**src/rtl/mem_access_unit_pkg.sv**
```systemverilog
// Shared types for the memory-access unit: access sizes, FSM states and data-bus structs.
// Bus structs are sized for the widest (64-bit) build; narrower builds leave the upper bits zero.
package mem_access_unit_pkg;

  localparam int BUS_W      = 64;
  localparam int BUS_STRB_W = BUS_W / 8;

  typedef enum logic [2:0] {
    MSIZE1 = 3'd0,
    MSIZE2 = 3'd1,
    MSIZE4 = 3'd2,
    MSIZE8 = 3'd3
  } msize_t;

  typedef enum logic [1:0] {
    IDLE,
    DRAIN,
    LOAD,
    DONE
  } mau_state_t;

  typedef struct packed {
    logic [BUS_W-1:0]      addr;
    msize_t                size;
    logic [BUS_STRB_W-1:0] strobe;
    logic [BUS_W-1:0]      data;
  } sb_entry_t;

  typedef struct packed {
    logic                  valid;
    logic [BUS_W-1:0]      addr;
    msize_t                size;
    logic [BUS_STRB_W-1:0] strobe;
    logic [BUS_W-1:0]      data;
  } dbus_req_t;

  typedef struct packed {
    logic             addr_ok;
    logic             data_ok;
    logic [BUS_W-1:0] data;
  } dbus_resp_t;

  // Byte count of an access; unknown encodings report 0 so callers can flag them illegal.
  function automatic int size_bytes(msize_t s);
    case (s)
      MSIZE1:  return 1;
      MSIZE2:  return 2;
      MSIZE4:  return 4;
      MSIZE8:  return 8;
      default: return 0;
    endcase
  endfunction

endpackage

```
**src/rtl/mau_store_fifo.sv**
```systemverilog
// Circular store buffer: stores retire into it and the access FSM drains it in order.
// Simultaneous push and pop are legal even when full; the popped slot is the one refilled.
module mau_store_fifo
  import mem_access_unit_pkg::*;
#(
  parameter int DEPTH = 4
) (
  input  logic                     clk_i,
  input  logic                     rst_ni,
  input  logic                     push_i,
  input  sb_entry_t                entry_i,
  input  logic                     pop_i,
  output sb_entry_t                head_o,
  output logic                     full_o,
  output logic                     empty_o,
  output logic [$clog2(DEPTH):0]   count_o
);

  localparam int PW = $clog2(DEPTH);

  sb_entry_t        mem_q [DEPTH];
  logic [PW-1:0]    wr_ptr_q, wr_ptr_d;
  logic [PW-1:0]    rd_ptr_q, rd_ptr_d;
  logic [PW:0]      count_q, count_d;

  // DEPTH is a power of two, so the pointers wrap by plain overflow.
  always_comb begin
    wr_ptr_d = wr_ptr_q;
    rd_ptr_d = rd_ptr_q;
    count_d  = count_q;
    if (push_i) wr_ptr_d = wr_ptr_q + 1'b1;
    if (pop_i)  rd_ptr_d = rd_ptr_q + 1'b1;
    case ({push_i, pop_i})
      2'b10:   count_d = count_q + 1'b1;
      2'b01:   count_d = count_q - 1'b1;
      default: count_d = count_q;
    endcase
  end

  always_ff @(posedge clk_i or negedge rst_ni) begin
    if (!rst_ni) begin
      wr_ptr_q <= '0;
      rd_ptr_q <= '0;
      count_q  <= '0;
    end else begin
      wr_ptr_q <= wr_ptr_d;
      rd_ptr_q <= rd_ptr_d;
      count_q  <= count_d;
    end
  end

  always_ff @(posedge clk_i) begin
    if (push_i) mem_q[wr_ptr_q] <= entry_i;
  end

  assign head_o  = mem_q[rd_ptr_q];
  assign full_o  = (count_q == DEPTH[PW:0]);
  assign empty_o = (count_q == '0);
  assign count_o = count_q;

endmodule

```
**src/rtl/mem_access_unit.sv**
```systemverilog
// Memory-stage access engine: buffers stores, drains them to the data bus, issues loads
// once the buffer is empty, and aligns/extends load data for writeback.
module mem_access_unit
  import mem_access_unit_pkg::*;
#(
  parameter int DATA_W   = 64,
  parameter int SB_DEPTH = 4
) (
  input  logic              clk_i,
  input  logic              rst_ni,
  input  logic              op_valid_i,
  input  logic              op_load_i,
  input  logic              op_store_i,
  input  msize_t            op_size_i,
  input  logic              op_zext_i,
  input  logic [DATA_W-1:0] op_addr_i,
  input  logic [DATA_W-1:0] op_wdata_i,
  input  logic [DATA_W-1:0] alu_res_i,
  output logic              stall_o,
  output logic              res_valid_o,
  output logic [DATA_W-1:0] result_o,
  output logic              misalign_o,
  output dbus_req_t         dreq_o,
  input  dbus_resp_t        dresp_i
);

  localparam int STRB_W = DATA_W / 8;
  localparam int OFF_W  = $clog2(STRB_W);
  localparam int CW     = $clog2(SB_DEPTH) + 1;

  function automatic logic [STRB_W-1:0] size_mask(msize_t s);
    logic [STRB_W-1:0] m;
    m = '0;
    for (int i = 0; i < STRB_W; i++) m[i] = (i < size_bytes(s));
    return m;
  endfunction

  // Keep the selected bytes and fill above them with the top kept bit unless zero-extending.
  function automatic logic [DATA_W-1:0] extend(logic [DATA_W-1:0] raw, logic [STRB_W-1:0] bm,
                                               logic zext);
    logic [DATA_W-1:0] keep;
    logic              sgn;
    keep = '0;
    sgn  = 1'b0;
    for (int i = 0; i < STRB_W; i++) begin
      if (bm[i]) begin
        keep[8*i +: 8] = 8'hFF;
        sgn            = raw[8*i+7];
      end
    end
    return (raw & keep) | ((sgn & ~zext) ? ~keep : '0);
  endfunction

  mau_state_t        state_q, state_d;
  logic [DATA_W-1:0] ld_addr_q, ld_addr_d;
  msize_t            ld_size_q, ld_size_d;
  logic              ld_zext_q, ld_zext_d;
  logic [DATA_W-1:0] ld_data_q, ld_data_d;

  sb_entry_t         sb_in, sb_head;
  logic              sb_push, sb_pop, sb_full, sb_empty;
  logic [CW-1:0]     sb_count;

  logic [OFF_W-1:0]  op_off, align_mask;
  logic [STRB_W-1:0] op_strb, ld_strb;
  logic [DATA_W-1:0] ld_raw;
  logic              op_bad, ld_ok, st_ok, accepting, hs;
  int                op_bytes;

  // Decode the execute op: legality, lane placement and the entry it would enqueue.
  always_comb begin
    op_bytes   = size_bytes(op_size_i);
    op_off     = op_addr_i[OFF_W-1:0];
    align_mask = OFF_W'(op_bytes - 1);
    op_bad     = (op_load_i & op_store_i) | (op_bytes == 0) | (op_bytes > STRB_W) |
                 (|(op_off & align_mask));
    ld_ok      = op_valid_i & op_load_i & ~op_bad;
    st_ok      = op_valid_i & op_store_i & ~op_bad;
    op_strb    = size_mask(op_size_i) << op_off;

    sb_in        = '0;
    sb_in.addr   = BUS_W'(op_addr_i);
    sb_in.size   = op_size_i;
    sb_in.strobe = BUS_STRB_W'(op_strb);
    sb_in.data   = BUS_W'(op_wdata_i << {op_off, 3'b000});

    ld_strb = size_mask(ld_size_q) << ld_addr_q[OFF_W-1:0];
    ld_raw  = dresp_i.data[DATA_W-1:0] >> {ld_addr_q[OFF_W-1:0], 3'b000};
  end

  assign hs        = dresp_i.addr_ok & dresp_i.data_ok;
  assign accepting = (state_q == IDLE) || (state_q == DRAIN);
  assign sb_pop    = (state_q == DRAIN) & hs;
  assign sb_push   = accepting & st_ok & (~sb_full | sb_pop);

  mau_store_fifo #(
    .DEPTH (SB_DEPTH)
  ) u_store_fifo (
    .clk_i   (clk_i),
    .rst_ni  (rst_ni),
    .push_i  (sb_push),
    .entry_i (sb_in),
    .pop_i   (sb_pop),
    .head_o  (sb_head),
    .full_o  (sb_full),
    .empty_o (sb_empty),
    .count_o (sb_count)
  );

  // Next state and pipeline-facing outputs; ops are only consumed in IDLE and DRAIN.
  always_comb begin
    state_d     = state_q;
    ld_addr_d   = ld_addr_q;
    ld_size_d   = ld_size_q;
    ld_zext_d   = ld_zext_q;
    ld_data_d   = ld_data_q;
    stall_o     = 1'b0;
    res_valid_o = 1'b0;
    result_o    = '0;
    misalign_o  = 1'b0;

    if (accepting) begin
      misalign_o = op_valid_i & (op_load_i | op_store_i) & op_bad;
      if (st_ok) begin
        stall_o     = ~sb_push;
        res_valid_o = sb_push;
        result_o    = sb_push ? alu_res_i : '0;
      end else if (ld_ok) begin
        stall_o = 1'b1;
      end else if (op_valid_i && !op_load_i && !op_store_i) begin
        res_valid_o = 1'b1;
        result_o    = alu_res_i;
      end
    end

    unique case (state_q)
      IDLE: begin
        if (!sb_empty) begin
          state_d = DRAIN;
        end else if (ld_ok) begin
          state_d   = LOAD;
          ld_addr_d = op_addr_i;
          ld_size_d = op_size_i;
          ld_zext_d = op_zext_i;
        end
      end
      DRAIN: begin
        if (sb_pop && !sb_push && sb_count == CW'(1)) state_d = IDLE;
      end
      LOAD: begin
        stall_o = 1'b1;
        if (hs) begin
          state_d   = DONE;
          ld_data_d = extend(ld_raw, size_mask(ld_size_q), ld_zext_q);
        end
      end
      DONE: begin
        res_valid_o = 1'b1;
        result_o    = ld_data_q;
        state_d     = IDLE;
      end
      default: state_d = IDLE;
    endcase
  end

  // The request is a pure function of registered state, so it stays bit-stable until handshake.
  always_comb begin
    dreq_o = '0;
    if (state_q == DRAIN) begin
      dreq_o.valid  = 1'b1;
      dreq_o.addr   = sb_head.addr;
      dreq_o.size   = sb_head.size;
      dreq_o.strobe = sb_head.strobe;
      dreq_o.data   = sb_head.data;
    end else if (state_q == LOAD) begin
      dreq_o.valid  = 1'b1;
      dreq_o.addr   = BUS_W'(ld_addr_q);
      dreq_o.size   = ld_size_q;
      dreq_o.strobe = BUS_STRB_W'(ld_strb);
    end
  end

  always_ff @(posedge clk_i or negedge rst_ni) begin
    if (!rst_ni) begin
      state_q   <= IDLE;
      ld_addr_q <= '0;
      ld_size_q <= MSIZE1;
      ld_zext_q <= 1'b0;
      ld_data_q <= '0;
    end else begin
      state_q   <= state_d;
      ld_addr_q <= ld_addr_d;
      ld_size_q <= ld_size_d;
      ld_zext_q <= ld_zext_d;
      ld_data_q <= ld_data_d;
    end
  end

endmodule

```
**config.mk**
```make
export PLATFORM = sky130hd
export DESIGN_NAME = mem_access_unit
export DESIGN_NICKNAME = d
export VERILOG_FILES = /design/src/rtl/mem_access_unit_pkg.sv /design/src/rtl/mau_store_fifo.sv /design/src/rtl/mem_access_unit.sv
export SDC_FILE = /design/constraint.sdc
export NUM_CORES = 1
export LEC_CHECK = 0
export BUFFER_PORTS_ARGS = -buffer_cell sky130_fd_sc_hd__buf_2
export CORE_MARGIN = 4
export CORE_UTILIZATION = 35
export DETAILED_ROUTE_END_ITERATION = 8
export GPL_ROUTABILITY_DRIVEN = 0
export PLACE_DENSITY = 0.56
export SYNTH_ARGS = -nofsm -noshare
export SYNTH_HDL_FRONTEND = slang
export SYNTH_SLANG_ARGS = --single-unit
export TNS_END_PERCENT = 30
```
**constraint.sdc**
```tcl
create_clock -name clk_i -period 22.4 [get_ports clk_i]
set_input_delay 0 -clock clk_i [delete_from_list [all_inputs] [get_ports clk_i]]
set_output_delay 0 -clock clk_i [all_outputs]
set_load 0.1 [all_outputs]
```
==> flow_summary.rst <==
.. list-table::
   :header-rows: 1

   * - Metric
     - Value
   * - Core Area
     - 0.0888 mm2
   * - Layout cells sized above 1
     - about a third
   * - Library cells used by synthesis
     - 64
   * - Synthesized Nets
     - 2280
   * - Net Sw Power
     - 0.00232 W
   * - Sequential fraction of the synthesis area
     - 64.4%
   * - Fraction of synthesized cell area in xor and xnor cells
     - 0.195%
   * - Power density over the cells
     - ~130 mW/mm2
   * - Primary FF master, synth
     - sky130_fd_sc_hd__edfxtp_1
   * - Number of design rule violations left after detail routing
     - 0
   * - Hold Fails Final Rpt
     - 0
   * - RSZ-0062 raised after global routing
     - no
   * - Outcome
     - complete, no violations
   * - Aggregate routed wire length
     - around 93 mm
   * - Kind of critical path
     - reg2reg
   * - Yosys warning count
     - 0
   * - Commonest cells after routing, fill and taps aside
     - sky130_fd_sc_hd__edfxtp_1, sky130_fd_sc_hd__buf_2, sky130_fd_sc_hd__dlygate4sd3_1
   * - DIE HEIGHT
     - 308 um
   * - Asr flop ratio synth
     - 20.2%
   * - Total Die Area
     - 0.0946 mm2
   * - Portion of netlist area occupied by mux cells
     - 17.4%
   * - Number of synthesized flops with an enable pin
     - 556
   * - Upper clock frequency limit
     - 0.164 GHz
   * - Antenna violations before repair
     - 10
   * - Cell Count Post-Placement
     - approximately 3500
   * - Endpoint kind of the worst setup timing path
     - flop
   * - Proportion of total power due to net switching
     - 44.8%
   * - Portion of total power attributed to sequential cells
     - between 30% and 40%
   * - Flip-flop and latch count after synthesis
     - 697
   * - Post-Synthesis Mean Instance Area
     - 15.7 um2
   * - Clock share of power
     - between 20 and 30%
   * - Final critical-path setup slack
     - around 16000 ps
   * - Most common library cell in the layout ignoring fill and taps
     - sky130_fd_sc_hd__edfxtp_1
   * - Effective utilization at floorplan
     - 35.4%
   * - Peak supply drop
     - 117 uV
   * - Main combinational cell family by area after synthesis
     - multiplexers
   * - Number of buffers added on ports
     - 473
   * - Max Cap Violations
     - 0
   * - Share of the core filled with cells
     - 44.0%
   * - Total Nets Final
     - 2859
   * - Adder and majority gate portion of the synthesized area
     - 0.597%
   * - GR Overflow Total
     - 0
   * - Req. time, crit path
     - approximately 23000 ps
   * - CTS HTree Levels
     - 3
   * - Standard-cell rows
     - roughly 110
   * - Arr. time, crit path
     - 6330 ps
   * - Top cells by area, synth
     - sky130_fd_sc_hd__edfxtp_1, sky130_fd_sc_hd__dfrtp_1, sky130_fd_sc_hd__mux4_2
   * - Crit path max-delay cell type
     - sky130_fd_sc_hd__buf_4
   * - Yosys top cell area share
     - 53.1%
   * - Relative area change from synthesis to final layout
     - 24.2%
   * - Clock period minus worst slack
     - ~6100 ps
   * - Initial DRC Count
     - 1812
   * - Biggest area consumer among synthesized cells
     - sky130_fd_sc_hd__edfxtp_1
   * - Num ports
     - 474
   * - Combinational share of power
     - a little over two fifths
   * - Number of buffers inserted during clock tree synthesis
     - 77
   * - Leak
     - 14.9 nW
   * - Die width
     - just over 300 um
   * - Final Skew
     - 33.5 ps
   * - Transition time of the tightest slew-check pin
     - 1200 ps
   * - GRT Util Overall
     - 19.1%
   * - Number of instances resized during post-cts repair
     - 0
   * - Crit-path most repeated cell
     - sky130_fd_sc_hd__buf_4
   * - Initial DRT Pass Iterations
     - 5
   * - TritonCTS clock tree
     - yes
   * - Class of the worst hold path
     - in2async
   * - Setup TNS after final layout
     - 0 ps
   * - Average routed wire per standard cell
     - 24.5 um
   * - Critical Path Source Type
     - flop
   * - Number of standard cells after synthesis
     - approximately 2000
   * - Smallest hold slack
     - 28.1 ps
   * - Largest incremental delay on the critical path
     - 960 ps
   * - Setup Viol. Count Final
     - 0
   * - Vias in the first global route
     - 21100
   * - CTS clk-pin slew, worst paths
     - 60 ps
   * - Sequence of cells on the critical path
     - inv_1 > ha_4 > buf_4 > o2bb2ai_1 > a21boi_1 > o2111ai_4 > nor2_4 > buf_4 > buf_4
   * - Compound-gate portion of the synthesized area
     - 9.42%
   * - Detailed-placement wirelength estimate
     - ~61 mm
   * - Pre-CTS setup slack
     - 16130 ps
   * - CTS max path bufs
     - 3
   * - Antenna viol nets, final
     - 0
   * - Simple-gate share of the synthesized area
     - 5.65%
   * - Clock latency on the worst-skew pair
     - roughly 630 ps
   * - First-pass GRT wire length
     - between 100 and 150 mm
   * - CP max FO
     - 93
   * - Post-Syn Area
     - about 0.031 mm2
   * - Number of sinks driven by the clock tree
     - around 700
   * - Internal power contribution
     - between 0.002 and 0.003 W
   * - Clock tree root buffer cell
     - sky130_fd_sc_hd__clkbuf_16
   * - Overall via count from detail_route
     - 20600
   * - Final worst-path cycle share
     - 27.3%
   * - Pin count of the biggest net entering global routing
     - 94
   * - Vias per inst
     - roughly 5.4
   * - Slew Limit Headroom
     - 19.9%
   * - FF-to-FF path depth
     - 9
   * - Number of slew-limit violations in the final report
     - 0
   * - Final standard cell count with taps included and fillers excluded
     - roughly 3800
registers in the layout (all words and copies together), names as in the netlist:
signal / count
ld_zext_q: 1
u_store_fifo.mem_q: 556
u_store_fifo.count_o: 3
u_store_fifo.wr_ptr_q: 2
ld_size_q: 3
ld_addr_q: 64
state_q: 2
ld_data_q: 64
u_store_fifo.rd_ptr_q: 2
per-stage QoR:
stage / instance area, um2 / power [W]
final: 39000 / 0.00518
after detailed placement: 34900 / 0.00390
after global routing: 39000 / 0.00538
after global placement: 34900 / 0.00389
after floorplan: 31400 / 0.00344
after CTS: 39000 / 0.00524
power groups by stage:
| stage | Sequential [W] | Combinational, W | Clock [W] |
|---|---|---|---|
| 3_3_place_gp | 0.00165 | 0.00224 | 0 |
| 5_1_grt | 0.00164 | 0.00236 | 0.00139 |
| 6_report | 0.00163 | 0.00225 | 0.00130 |
| 4_1_cts | 0.00163 | 0.00228 | 0.00133 |
| 3_5_place_dp | 0.00166 | 0.00225 | 0 |
| 2_1_floorplan | 0.00156 | 0.00187 | 0 |
final cells by class:
cell class                 count  area [um2]
fill                        7954       49800
clock buffer                  97        2090
multi-input combinational   1129       10500
clock inverter                47         534
antenna                        4        10.0
inverter                      18        67.6
timing repair buffer         654        4120
tap                         1165        1460
sequential                   697       20200
critical path, delay by kind of cell (launching register included):
kind | cells | cell delay [ps]
buffers and inverters | 4 | 2700
and+or+nand+nor | 1 | 930
AOI/OAI and AO/OA | 3 | 770
adders and majority gates | 1 | 560
DFF | 1 | 470
synth_stat cells, types with 24 or more instances:
cell,instances
sky130_fd_sc_hd__and2_1,79
sky130_fd_sc_hd__a211oi_1,26
sky130_fd_sc_hd__a22o_1,136
sky130_fd_sc_hd__mux2_2,81
sky130_fd_sc_hd__o21ai_0,57
sky130_fd_sc_hd__mux4_2,146
sky130_fd_sc_hd__o22ai_1,28
sky130_fd_sc_hd__a21oi_1,71
sky130_fd_sc_hd__nand2_1,86
sky130_fd_sc_hd__mux2i_1,104
sky130_fd_sc_hd__nand3_1,24
sky130_fd_sc_hd__buf_2,33
sky130_fd_sc_hd__nor2_1,98
sky130_fd_sc_hd__clkbuf_1,94
sky130_fd_sc_hd__dfrtp_1,141
sky130_fd_sc_hd__edfxtp_1,556
routing by layer:
layer / vias to the layer above / global-route usage, % / wire (um) / part of all wire [%]
met4: 4 / 5.19 / 2150 / 2.3
li1: 9079 / - / - / -
met3: 123 / 3.39 / 6060 / 6.5
met5: - / 0 / 26 / 0.028
met1: 10600 / 25.1 / 38400 / 41
met2: 833 / 32.9 / 46700 / 50
final timing paths:
path / to / slack [ps] / start
max: u_store_fifo.mem_q[2][5] / 16290 / state_q[1]
min: ld_addr_q[33] / 30 / rst_ni
max reg2reg: u_store_fifo.mem_q[2][5] / 16290 / state_q[1]
min reg2reg: ld_addr_q[34] / 480 / ld_addr_q[34]
max in group asynchronous: ld_addr_q[56] / 20880 / rst_ni
min in group clk_i: u_store_fifo.mem_q[2][45] / 50 / op_wdata_i[21]
kinds of logic (layout without fill, tap and decap cells):
logic type,Yosys count,after routing
AOI/OAI and AO/OA,399,399
xor gates and xnor gates,7,7
adders and majority gates,15,15
buffers and inverters,172,816
DFF,697,697
muxes,350,350
other,0,4
and+or+nand+nor,358,358
timing repair:
action	4_1_cts	5_1_grt
hold endpoints to repair	574	0
hold buffers	152	0
setup buffers	0	0
Note: power is estimated with default switching activity, not from simulation.
